## src/rtl/cpu_control_unit.sv

```systemverilog
// cpu_control_unit: multi-cycle FETCH/DECODE/EXEC/HALT sequencer for the
// 16-bit CPU datapath. It owns the PC and the instruction register, and it
// drives the datapath control lines from the current state and IR.
// Optional feature macro: CU_ILLEGAL_TRAP_EN. When it is defined, op 0xE sets a
// sticky illegal flag and halts. When it is undefined, op 0xE is a NOP and
// illegal is tied low.
module cpu_control_unit #(
  parameter int BUS_W   = 16,
  parameter int ADDR_W  = 4,
  parameter int FS_W    = 3,
  parameter int MADDR_W = 8
) (
  input  logic               clk,
  input  logic               reset,
  output logic               rom_req,
  output logic [BUS_W-1:0]   rom_addr,
  input  logic               rom_ack,
  input  logic [BUS_W-1:0]   rom_data,
  output logic               mem_req,
  output logic [MADDR_W-1:0] mem_addr,
  input  logic               mem_ack,
  input  logic [BUS_W-1:0]   dp_dout,
  input  logic               resume,
  output logic [BUS_W-1:0]   pc,
  output logic [ADDR_W-1:0]  da,
  output logic [ADDR_W-1:0]  aa,
  output logic [ADDR_W-1:0]  ba,
  output logic [FS_W-1:0]    fs,
  output logic               mb,
  output logic               md,
  output logic               bl,
  output logic               rw,
  output logic               halted,
  output logic               illegal
);

  typedef enum logic [1:0] {S_FETCH, S_DECODE, S_EXEC, S_HALT} state_t;

  state_t             state, state_nx;
  logic [BUS_W-1:0]   pc_r, pc_nx;
  logic [BUS_W-1:0]   ir, ir_nx;
  logic               run;   // low only during the first cycle after reset
  logic [3:0]         op;

  assign op = ir[BUS_W-1 -: 4];

`ifdef CU_ILLEGAL_TRAP_EN
  logic ill_r, ill_nx;

  // Sticky illegal-opcode flag, cleared only by reset
  always_ff @(posedge clk or posedge reset) begin
    if (reset) ill_r <= 1'b0;
    else       ill_r <= ill_nx;
  end

  assign illegal = ill_r;
`else
  assign illegal = 1'b0;
`endif

  // State, PC, IR and the post-reset start flag
  always_ff @(posedge clk or posedge reset) begin
    if (reset) begin
      state <= S_FETCH;
      pc_r  <= '0;
      ir    <= '0;
      run   <= 1'b0;
    end else begin
      state <= state_nx;
      pc_r  <= pc_nx;
      ir    <= ir_nx;
      run   <= 1'b1;
    end
  end

  // Next-state, PC/IR update and control decode for the current state
  always_comb begin
    state_nx = state;
    pc_nx    = pc_r;
    ir_nx    = ir;
`ifdef CU_ILLEGAL_TRAP_EN
    ill_nx   = ill_r;
`endif
    rom_req  = 1'b0;
    mem_req  = 1'b0;
    rw       = 1'b0;
    mb       = 1'b0;
    md       = 1'b0;
    bl       = 1'b0;
    fs       = '0;
    case (state)
      S_FETCH: begin
        // Holding rom_req off for one cycle keeps every output low while in reset
        rom_req = run;
        if (run && rom_ack) begin
          ir_nx    = rom_data;
          pc_nx    = pc_r + BUS_W'(1);
          state_nx = S_DECODE;
        end
      end
      S_DECODE: state_nx = S_EXEC;
      S_EXEC: begin
        state_nx = S_FETCH;
        case (op)
          4'h0, 4'h1, 4'h2, 4'h3, 4'h4, 4'h5, 4'h6, 4'h7: begin
            fs = ir[12 +: FS_W];
            mb = 1'b1;
            md = 1'b1;
            bl = 1'b1;
            rw = 1'b1;
          end
          4'h8: begin  // immediate form: mb=0 selects BA as zero-extended imm4
            md = 1'b1;
            bl = 1'b1;
            rw = 1'b1;
          end
          4'h9: begin  // load: stay in EXEC until RAM answers, write on the ack cycle
            mem_req = 1'b1;
            bl      = 1'b1;
            if (mem_ack) rw = 1'b1;
            else         state_nx = S_EXEC;
          end
          4'hA: begin  // pc already points past JAL, so it is the return address
            md    = 1'b1;
            rw    = 1'b1;
            pc_nx = {pc_r[BUS_W-1:8], ir[7:0]};
          end
          4'hB: begin
            if (dp_dout == '0)
              pc_nx = pc_r + {{(BUS_W-8){ir[7]}}, ir[7:0]};
          end
          4'hC: pc_nx = {pc_r[BUS_W-1:12], ir[11:0]};
          4'hD: rw = 1'b1;  // md=bl=0 selects the constant 0
          4'hE: begin
`ifdef CU_ILLEGAL_TRAP_EN
            ill_nx   = 1'b1;
            state_nx = S_HALT;
`endif
          end
          4'hF: state_nx = S_HALT;
        endcase
      end
      S_HALT: if (resume) state_nx = S_FETCH;
      default: state_nx = S_FETCH;
    endcase
  end

  assign rom_addr = pc_r;
  assign pc       = pc_r;
  assign mem_addr = ir[MADDR_W-1:0];
  assign da       = ir[8 +: ADDR_W];
  assign aa       = ir[4 +: ADDR_W];
  assign ba       = ir[0 +: ADDR_W];
  assign halted   = (state == S_HALT);

endmodule

```

## config.mk

```make
export PLATFORM = sky130hd
export DESIGN_NAME = cpu_control_unit
export DESIGN_NICKNAME = d
export VERILOG_FILES = /design/src/rtl/cpu_control_unit.sv
export SDC_FILE = /design/constraint.sdc
export NUM_CORES = 1
export LEC_CHECK = 0
export CORE_MARGIN = 2
export CORE_UTILIZATION = 42
export DETAILED_ROUTE_END_ITERATION = 10
export GPL_ROUTABILITY_DRIVEN = 0
export HOLD_SLACK_MARGIN = 0.06
export PLACE_DENSITY = 0.77
export SYNTH_ARGS = -nofsm -noshare
export SYNTH_HDL_FRONTEND = slang
export SYNTH_SLANG_ARGS = --single-unit
```

## constraint.sdc

```tcl
create_clock -name clk -period 2.6 [get_ports clk]
set_clock_uncertainty 0.1 [all_clocks]
set_input_delay 0.78 -clock clk [delete_from_list [all_inputs] [get_ports clk]]
set_output_delay 0.78 -clock clk [all_outputs]
set_load 0.1 [all_outputs]
```

==> impl_results.md, run 1 <==
- Worst Setup SP: dp_dout[2]
- I/O Buffers: 98
- CP Data Arrival Time: between 2 and 3 ns
- Core area: just under 7000 sq um
- Post-Syn Area per Cell: slightly below 8 sq um
- Die area: 7830 sq um
- ANT cells: 0
- Setup violators final: 2
- Hold_buf cts: 0
- Top-area cell type share of the netlist area: between 20% and 30%
- Final setup margin: -0.0338 ns
- CP Capture Type: register
- # clock sinks: 35
- Final Power: 5.62 mW
- Outcome: finished with violations
- Number of global-route vias before repair: around 3100
- Postcts setup bufs: 0
- Slew Limit Fails: 0
- Async set-reset flop share out of synthesis: between 90% and 100%
- Pre-antenna DRT Iters: 5
- Initial Util: between 40% and 50%
- Die Y: approximately 90 um
- Synth cell count leaders: nand2_1 (70), buf_4 (37), dfrtp_1 (35)
- Fin Setup TNS: -0.0576 ns
- Vias/cell: roughly 5.6
- Pre-CTS WS: -0.299 ns
- Final WL: between 9 and 10 mm
- Layout cells sized above 1: between 30% and 40%
- Hold Vio Cnt, Final: 0
- Worst-path fanout max: 6
- FF-to-FF Start: pc[4]$_DFFE_PP0P_
- Io pins: 100
- Lkg Pwr: between 2 and 2.5 nW
- EDFF count, synth: 0
- Initial antenna violation count: 0
- Clk_lat worst skew: ~0.29 ns
- Initial drt markers: between 300 and 400
- Max Clk Rate: around 0.38 GHz
- Sequential share of the synthesized area: a little under 30%
- Finished Core Util: around 64%
- Most used standard cell by instance count after synthesis: nand2_1
- Top post-synthesis cells by area: dfrtp_1 (29%), buf_4 (9.3%), nand2_1 (8.8%)
- Min-Delay Path Depth: 2
- Detail Route Antenna Nets: 0
- Drt drc: 0
- Violated checks: negative setup slack
- Clk pin slew, worst setup/hold paths: ~0.080 ns
- Hold Worst Slack: between 0.4 and 0.5 ns
- Reg-to-reg setup timing slack: roughly 0.1 ns
- #FFs+latches synth: 35
- Total gr overflow: 0
- Syn. warnings: 0
- Min cycle time layout: ~2.6 ns
- Detail Placement HPWL: approximately 7.0 mm
- Routed WL per cell: 16.5 um
- Synth-to-Final Area Change: 46.2%
- Cells after Synth: roughly 390
- Chip width: a little under 90 um
- Largest net degree at the start of global routing: 36
- Root Driver: clkbuf_8
- Mapped Nets: ~440
- H-tree depth: 2
- Total number of vias: between 3000 and 4000
- Power Density: between 1000 and 1500 nW/um^2
- GRT Total Usage: 23.7%
- CP Launch Type: primary input
- Max Cap Viol: 0
- Layout Nets: 529
- Critical path required time: around 2.7 ns
- Crit share post-route: 101%
- Terminus of the critical flop-to-flop path: pc[15]$_DFFE_PP0P_
- Worst hold path type: reg2reg
- Critical path capture point: pc[15]$_DFFE_PP0P_
- Clock buffer count from CTS: 5
- R2r worst-path depth: 7
- Ys flop type: dfrtp_1
- Yosys top cell by area: dfrtp_1
- Global-route wire length before repair: around 15 mm
- Maximum vdd drop: around 0.84 mV
- CTS tree: done
- Cell variety after synth: 53
- Syn Std Cell Area: 3000 sq um
- Worst-case clock buffer depth: 2
- FP Rows: 30
- Crit Path Category: in2reg
==> report_power, final <==
part	internal (mW)	switching, mW
combinational	1.16	2.96
sequential	0.730	0.244
clock	0.311	0.212
total	2.20	3.42
==> cell usage in the layout (no fill, tap or decap), types with 5 or more instances in the layout <==
cell type,netlist,final
a31oi_1,5,5
dfrtp_1,35,24
dfrtp_2,0,5
nand3_1,12,11
buf_4,37,84
inv_1,9,9
o21ai_0,26,23
nand4_1,6,6
a21oi_1,29,27
and3_1,7,7
nor4_1,8,5
a21o_1,5,5
clkdlybuf4s50_1,0,25
dfrtp_4,0,6
ha_1,16,9
xnor2_1,5,5
o21a_1,5,5
buf_12,0,12
clkbuf_8,0,6
ha_4,0,5
nand2_1,70,70
dlymetal6s2s_1,0,11
nor3_1,11,9
nor2_1,14,11
nor2b_1,6,6
==> worst max-delay path, stage by stage <==
cell             delay, ns
clkdlybuf4s50_1       0.40
nor4_1                0.25
nand4_1               0.25
or3_4                 0.47
or4_4                 0.53
nand3_2               0.07
==> kinds of logic (layout without fill, tap and decap cells) <==
group	Yosys count	in the layout	synth area share (%)
compound gates	104	104	22.0
mux	1	1	0.334
flops	35	35	29.2
simple gates	160	160	26.3
xor+xnor	8	8	2.34
other cells	2	2	0.251
fa+ha+maj	17	17	7.35
buf+inv	60	149	12.2
==> flip-flops by register name, indices dropped and copies added, names as in the netlist <==
name and count:
state 2, run 1, ir 16, pc 16
==> layout make-up <==
type                    count  area [sq um]
fillers                   572          2450
multi-input cells         292          1950
repair buffers            132          1260
flip-flops and latches     35           905
well taps                  96           120
clock buffers               6          82.6
clock inverters             2          35.0
inverters                   9          33.8
==> worst min path at each step <==
| stage | from | to | slack [ns] |
|---|---|---|---|
| 2_1_floorplan | ir[11]$_DFFE_PP0P_ | ir[11]$_DFFE_PP0P_ | 0.37 |
| 3_3_place_gp | ir[11]$_DFFE_PP0P_ | ir[11]$_DFFE_PP0P_ | 0.40 |
| 3_5_place_dp | ir[11]$_DFFE_PP0P_ | ir[11]$_DFFE_PP0P_ | 0.40 |
| 4_1_cts | ir[11]$_DFFE_PP0P_ | ir[11]$_DFFE_PP0P_ | 0.43 |
| 5_1_grt | ir[11]$_DFFE_PP0P_ | ir[11]$_DFFE_PP0P_ | 0.46 |
| 6_report | ir[11]$_DFFE_PP0P_ | ir[11]$_DFFE_PP0P_ | 0.42 |
==> metrics by stage <==
| step | area, sq um | instances |
|---|---|---|
| floorplan | 3170 | 387 |
| global placement | 4180 | 565 |
| detailed placement | 4180 | 565 |
| CTS | 4300 | 572 |
| global route | 4380 | 572 |
| finish | 4380 | 572 |
==> layer usage <==
layer  share of wire, %  GRT usage, %  routed length [um]  vias up
li1                   -             -                   -     1542
met1                 42          32.5                4000     1501
met2                 49          39.3                4650      134
met3                7.3          3.17                 690       10
met4               0.92          6.89                  87        0
met5                  0             0                   0        -
==> repair_timing <==
item                                    in CTS  in global routing
endpoints found under the setup margin       1                  8
hold endpoints to repair                     0                  0
pin swaps                                    1                  8
gates resized for setup                      2                 26
gates cloned                                 0                  0
No activity file was read; power rests on OpenSTA's default activity.
==> inputs of run 2 (changes only) <==
==> constraint.sdc (replaced) <==
create_clock -name clk -period 2.6 [get_ports clk]
set_clock_uncertainty 0.1 [all_clocks]
set_input_delay 0.26 -clock clk [delete_from_list [all_inputs] [get_ports clk]]
set_output_delay 0.26 -clock clk [all_outputs]
set_load 0.1 [all_outputs]
==> impl_results.md, run 2 (synthesis gave the netlist of run 1 again) <==
- Worst hold path type: in2async
- Root Driver: clkbuf_8
- Hold Worst Slack: 0.287 ns (-0.136 ns)
- Initial drt markers: 441 (+38%)
- Clk pin slew, worst setup/hold paths: 0.08 ns (about the same)
- Detail Route Antenna Nets: 0 (unchanged)
- Logic pwr share: 73.8% (+0.4 points)
- Io pins: 100 (unchanged)
- Footprint of the multi-input gates: 1860 sq um (-4.3%)
- Total gr overflow: 0 (unchanged)
- Number of global-route vias before repair: 3143 (+2.5%)
- Fill cells: 615 (+7.5%)
- Die Y: 88.5 um (unchanged)
- Vias/cell: 5.69 (+2.2%)
- Detail Placement HPWL: 6.96 mm (-0.13%)
- Drt drc: 0 (unchanged)
- Hold Vio Cnt, Final: 0 (unchanged)
- CP Launch Type: register
- Worst-case clock buffer depth: 2 (unchanged)
- Max Clk Rate: 0.389 GHz (+2.3%)
- I/O Buffers: 98 (unchanged)
- Initial Util: 43.9% (unchanged)
- Core area: 6830 sq um (unchanged)
- Commonest non-fill, non-tap cell in the layout: buf_4
- H-tree depth: 2 (unchanged)
- FP Rows: 30 (unchanged)
- CTS tree: done
- Crit-path cells: ha_4 -> o211ai_2 -> or3_4 -> a2111o_1 -> and3b_1 -> or4_1 -> nand3_1
- Clk_lat worst skew: 0.29 ns (about the same)
- Worst path max stage delay: 0.53 ns (about the same)
- R2r worst-path depth: 7 (unchanged)
- Setup violators final: 0 (-2)
- Clock network fraction of design power: 8.2% (-1.1 points)
- CP Capture Type: register
- CP Data Arrival Time: 2.69 ns (-0.08 ns)
- Crit share post-route: 99.0% (-2.3 points)
- Total number of vias: 3216 (+0.91%)
- Global-route wire length before repair: 15.1 mm (+2.5%)
- Postcts setup bufs: 0 (unchanged)
- Min cycle time layout: 2.57 ns (-0.0601 ns)
- Pre-antenna DRT Iters: 5 (unchanged)
- Cell-internal power: 2.09 mW (-5.3%)
- Critical path required time: 2.72 ns (about the same)
- Finished Core Util: 60.8% (-3.4 points)
- Worst-path fanout max: 8 (+2)
- ANT cells: 0 (unchanged)
- Chip width: 88.5 um (unchanged)
- Sequential power share: 18.0% (+0.7 points)
- Max Cap Viol: 0 (unchanged)
- Slew Limit Fails: 0 (unchanged)
- # clock sinks: 35 (unchanged)
- Maximum vdd drop: 0.883 mV (+5.0%)
- Fin Setup TNS: 0 ns (+0.0576 ns)
- Layout Nets: 522 (-1.3%)
- Lkg Pwr: 1.84 nW (-8.9%)
- Largest net degree at the start of global routing: 36 (unchanged)
- Switching portion of total power: 62.0% (+1.1 points)
- RSZ-0062 raised after global routing: yes
- Power Density: 1320 nW/um^2 (+3.0%)
- Synth-to-Final Area Change: 38.5%
- Die area: 7830 sq um (unchanged)
- GRT Total Usage: 24.6% (+0.90 points)
- Clock buffer count from CTS: 5 (unchanged)
- FF+latch area: 905 sq um (unchanged)
- Routed WL per cell: 16.5 um (about the same)
- Layout cells sized above 1: 26.4% (-4.2 points)
- Initial antenna violation count: 0 (unchanged)
- Crit Path Category: reg2reg
- Max stage delay cell, worst path: dfrtp_4
- Outcome: complete, no violations
- Most frequent cells in the layout: buf_4 (81), nand2_1 (70), clkdlybuf4s50_1 (36)
- P_sw: 3.40 mW (-0.59%)
- Final WL: 9.30 mm (-1.3%)
==> run 2: final cells by class <==
| class | count | share of cell area (%) |
|---|---|---|
| timing repair buffer | 125 | 27.2 |
| clock buffer | 8 | 2.41 |
| tap | 96 | 2.89 |
| multi-input combinational | 292 | 44.9 |
| sequential | 35 | 21.8 |
| inverter | 9 | 0.814 |
==> run 2: power groups by stage <==
stage                     clock network [mW]  logic [mW]  registers, mW
after floorplan                            0        2.60           1.62
after global placement                     0        3.94          0.971
after detailed placement                   0        3.99          0.988
after CTS                              0.457        4.01          0.979
after global routing                   0.480        4.24           1.01
final                                  0.448        4.05          0.990
==> run 2: worst paths after layout <==
path / start / end / slack (ns)
max: pc[3]$_DFFE_PP0P_ / pc[15]$_DFFE_PP0P_ / 0.03
min: reset / ir[3]$_DFFE_PP0P_ / 0.29
max reg2reg: pc[3]$_DFFE_PP0P_ / pc[15]$_DFFE_PP0P_ / 0.03
min reg2reg: ir[11]$_DFFE_PP0P_ / ir[11]$_DFFE_PP0P_ / 0.41
max in group asynchronous: reset / pc[8]$_DFFE_PP0P_ / 1.75
min in group clk: rom_data[10] / ir[10]$_DFFE_PP0P_ / 0.39
==> run 2: critical path: cells and delay by family, from the launching register on <==
family	cells	cell delay (ns)
DFF	1	0.53
AOI/OAI and AO/OA	2	0.47
adders and majority gates	1	0.31
and+or+nand+nor	4	1.08
==> run 2: per-layer routing <==
metal	track usage [%]	wire length (um)	vias to the layer above
met5	0	0	-
met4	7.99	130	0
met3	4.29	677	18
met2	39.3	4450	156
met1	34.0	4040	1517
li1	-	-	1525
==> run 2: repair_timing <==
action / CTS / global route
endpoints found under the hold margin: 0 / 0
hold buffers: 0 / 0
endpoints found under the setup margin: 0 / 3
resized for setup: 0 / 3
==> run 2: through the flow <==
step / cell area [sq um] / worst slack [ns] / power, mW / cells
after floorplan: 3120 / -0.231 / 4.22 / 387
after global placement: 4050 / 0.127 / 4.91 / 557
after detailed placement: 4050 / 0.0502 / 4.97 / 557
after CTS: 4150 / 0.0126 / 5.45 / 565
after global routing: 4150 / -0.0766 / 5.73 / 565
final: 4150 / 0.0263 / 5.49 / 565
==> inputs of run 3 (changes only) <==
Settings changed: CORE_MARGIN 2 to 1.5.
==> impl_results.md, run 3 (synthesis gave the netlist of run 1 again) <==
- Switching portion of total power: 62.1% (+0.11 points)
- Drt drc: 0 (unchanged)
- Post-DP Area: 4050 sq um (unchanged)
- Total gr overflow: 0 (unchanged)
- Fin Setup TNS: 0 ns (unchanged)
- Initial Util: 43.9% (unchanged)
- CTS tree: done
- Total number of vias: 3230 (+0.44%)
- FF+latch area: 906 sq um (+0.14%)
- Finished Cell Area: 4160 sq um (+0.12%)
- Maximum vdd drop: 0.806 mV (-8.7%)
- Global-route wire length before repair: 15.1 mm (+0.33%)
- Slew HR: about 49%
- Worst path max stage delay: 0.53 ns (about the same)
- Max Clk Rate: 0.394 GHz (+1.5%)
- Chip width: 87.5 um (-1.1%)
- RSZ-0062 raised after global routing: yes
- Most frequent cells in the layout: buf_4 (81), nand2_1 (70), clkdlybuf4s50_1 (36)
- Fill cells: 625 (+1.6%)
- Clock network fraction of design power: 8.4% (+0.2 points)
- Commonest non-fill, non-tap cell in the layout: buf_4
- GRT Total Usage: 25.0% (+0.32 points)
- CP Capture Type: register
- Final WL: 9.25 mm (-0.52%)
- Cell-internal power: 2.08 mW (-0.23%)
- Sequential power share: 17.9% (about the same)
- Hold Vio Cnt, Final: 0 (unchanged)
- Synth-to-Final Area Change: 38.7%
- Clk_lat worst skew: 0.29 ns (about the same)
- Worst-path fanout max: 8 (unchanged)
- Non-Filler Instances: 565 (unchanged)
- Io pins: 100 (unchanged)
- Gates resized, CTS repair: 0 (unchanged)
- Layout cells sized above 1: 26.9% (+0.43 points)
- Crit Path Category: reg2reg
- Pre-CTS WS: 0.0826 ns (+0.0324 ns)
- Routed WL per cell: 16.4 um (-0.52%)
- Footprint of the multi-input gates: 1860 sq um (unchanged)
- Initial antenna violation count: 0 (unchanged)
- ANT cells: 0 (unchanged)
- Postcts setup bufs: 0 (unchanged)
- R2r worst-path depth: 7 (unchanged)
- Max Cap Viol: 0 (unchanged)
- P_sw: 3.41 mW (+0.23%)
- Lkg Pwr: 1.83 nW (-0.16%)
- # clock sinks: 35 (unchanged)
- Vias/cell: 5.72 (+0.44%)
- Worst hold path type: in2async
- Max stage delay cell, worst path: dfrtp_4
- Die area: 7650 sq um (-2.2%)
- CP top delay family: simple AND/OR/NAND/NOR gates
- Hold Worst Slack: 0.301 ns (+0.0139 ns)
- Min cycle time layout: 2.54 ns (-0.0380 ns)
- Final setup margin: 0.0643 ns (+0.0380 ns)
- Slew Limit Fails: 0 (unchanged)
- FP Rows: 30 (unchanged)
- Finished Core Util: 60.8% (+0.073 points)
- Placed cell count: 557 (unchanged)
- Clk pin slew, worst setup/hold paths: 0.08 ns (about the same)
- H-tree depth: 2 (unchanged)
- Layout Nets: 522 (unchanged)
- Worst-case clock buffer depth: 2 (unchanged)
- Die Y: 87.5 um (-1.1%)
- I/O Buffers: 98 (unchanged)
- Hold_buf cts: 0 (unchanged)
- Core area: 6830 sq um (unchanged)
- Power Density: 1320 nW/um^2 (about the same)
- Crit share post-route: 97.5% (-1.5 points)
- Worst-Margin Slew: around 0.76 ns
- Clock buffer count from CTS: 5 (unchanged)
- Root Driver: clkbuf_8
- Logic pwr share: 73.7% (about the same)
- Number of global-route vias before repair: 3145 (+0.064%)
- Detail Route Antenna Nets: 0 (unchanged)
- Critical path depth in cells: 7 (unchanged)
- Crit-path cells: ha_4 -> o211ai_2 -> or3_4 -> a2111o_1 -> and3b_1 -> or4_1 -> nand3_1
- Critical path required time: 2.73 ns (about the same)
- Final Power: 5.49 mW (about the same)
- Initial drt markers: 262 (-41%)
- CP Data Arrival Time: 2.67 ns (-0.02 ns)
- Bufs and invs on worst path: 0 (unchanged)
- Outcome: complete, no violations
- Largest net degree at the start of global routing: 25 (-31%)
- Setup violators final: 0 (unchanged)
- Detail Placement HPWL: 7.08 mm (+1.8%)
- Pre-antenna DRT Iters: 5 (unchanged)
- CP Launch Type: register
-- run 3: changes by cell type in the layout (fill, tap and decap cells not counted), sizes merged --
cell and change:
clkbuf -1, clkinvlp +1
-- run 3: worst paths after layout --
check,startpoint,end,slack [ns]
hold reg to reg,ir[11]$_DFFE_PP0P_,ir[11]$_DFFE_PP0P_,0.42
hold / removal,reset,ir[6]$_DFFE_PP0P_,0.30
max in group asynchronous,reset,ir[7]$_DFFE_PP0P_,1.35
min in group clk,rom_data[12],ir[12]$_DFFE_PP0P_,0.39
setup reg to reg,pc[3]$_DFFE_PP0P_,pc[15]$_DFFE_PP0P_,0.06
setup / recovery,pc[3]$_DFFE_PP0P_,pc[15]$_DFFE_PP0P_,0.06
-- run 3: layout make-up --
class	count	share of cell area, %
Clock inverter	1	0.181
Tap cell	96	2.89
Clock buffer	7	2.32
Inverter	9	0.813
Multi-Input combinational cell	292	44.8
Timing Repair Buffer	125	27.2
Sequential cell	35	21.8
-- run 3: routing by layer --
layer  GRT usage (%)  routed length [um]
met4            8.08                 163
met1            32.6                3920
met2            41.7                4550
met3            4.45                 628
met5               0                   0
-- run 3: power groups by stage --
stage	clock network [mW]	registers [mW]	logic (mW)
final	0.461	0.985	4.04
after detailed placement	0	0.990	3.99
after global routing	0.482	1.01	4.23
after global placement	0	0.976	3.93
after floorplan	0	1.62	2.60
after CTS	0.465	0.979	4.01
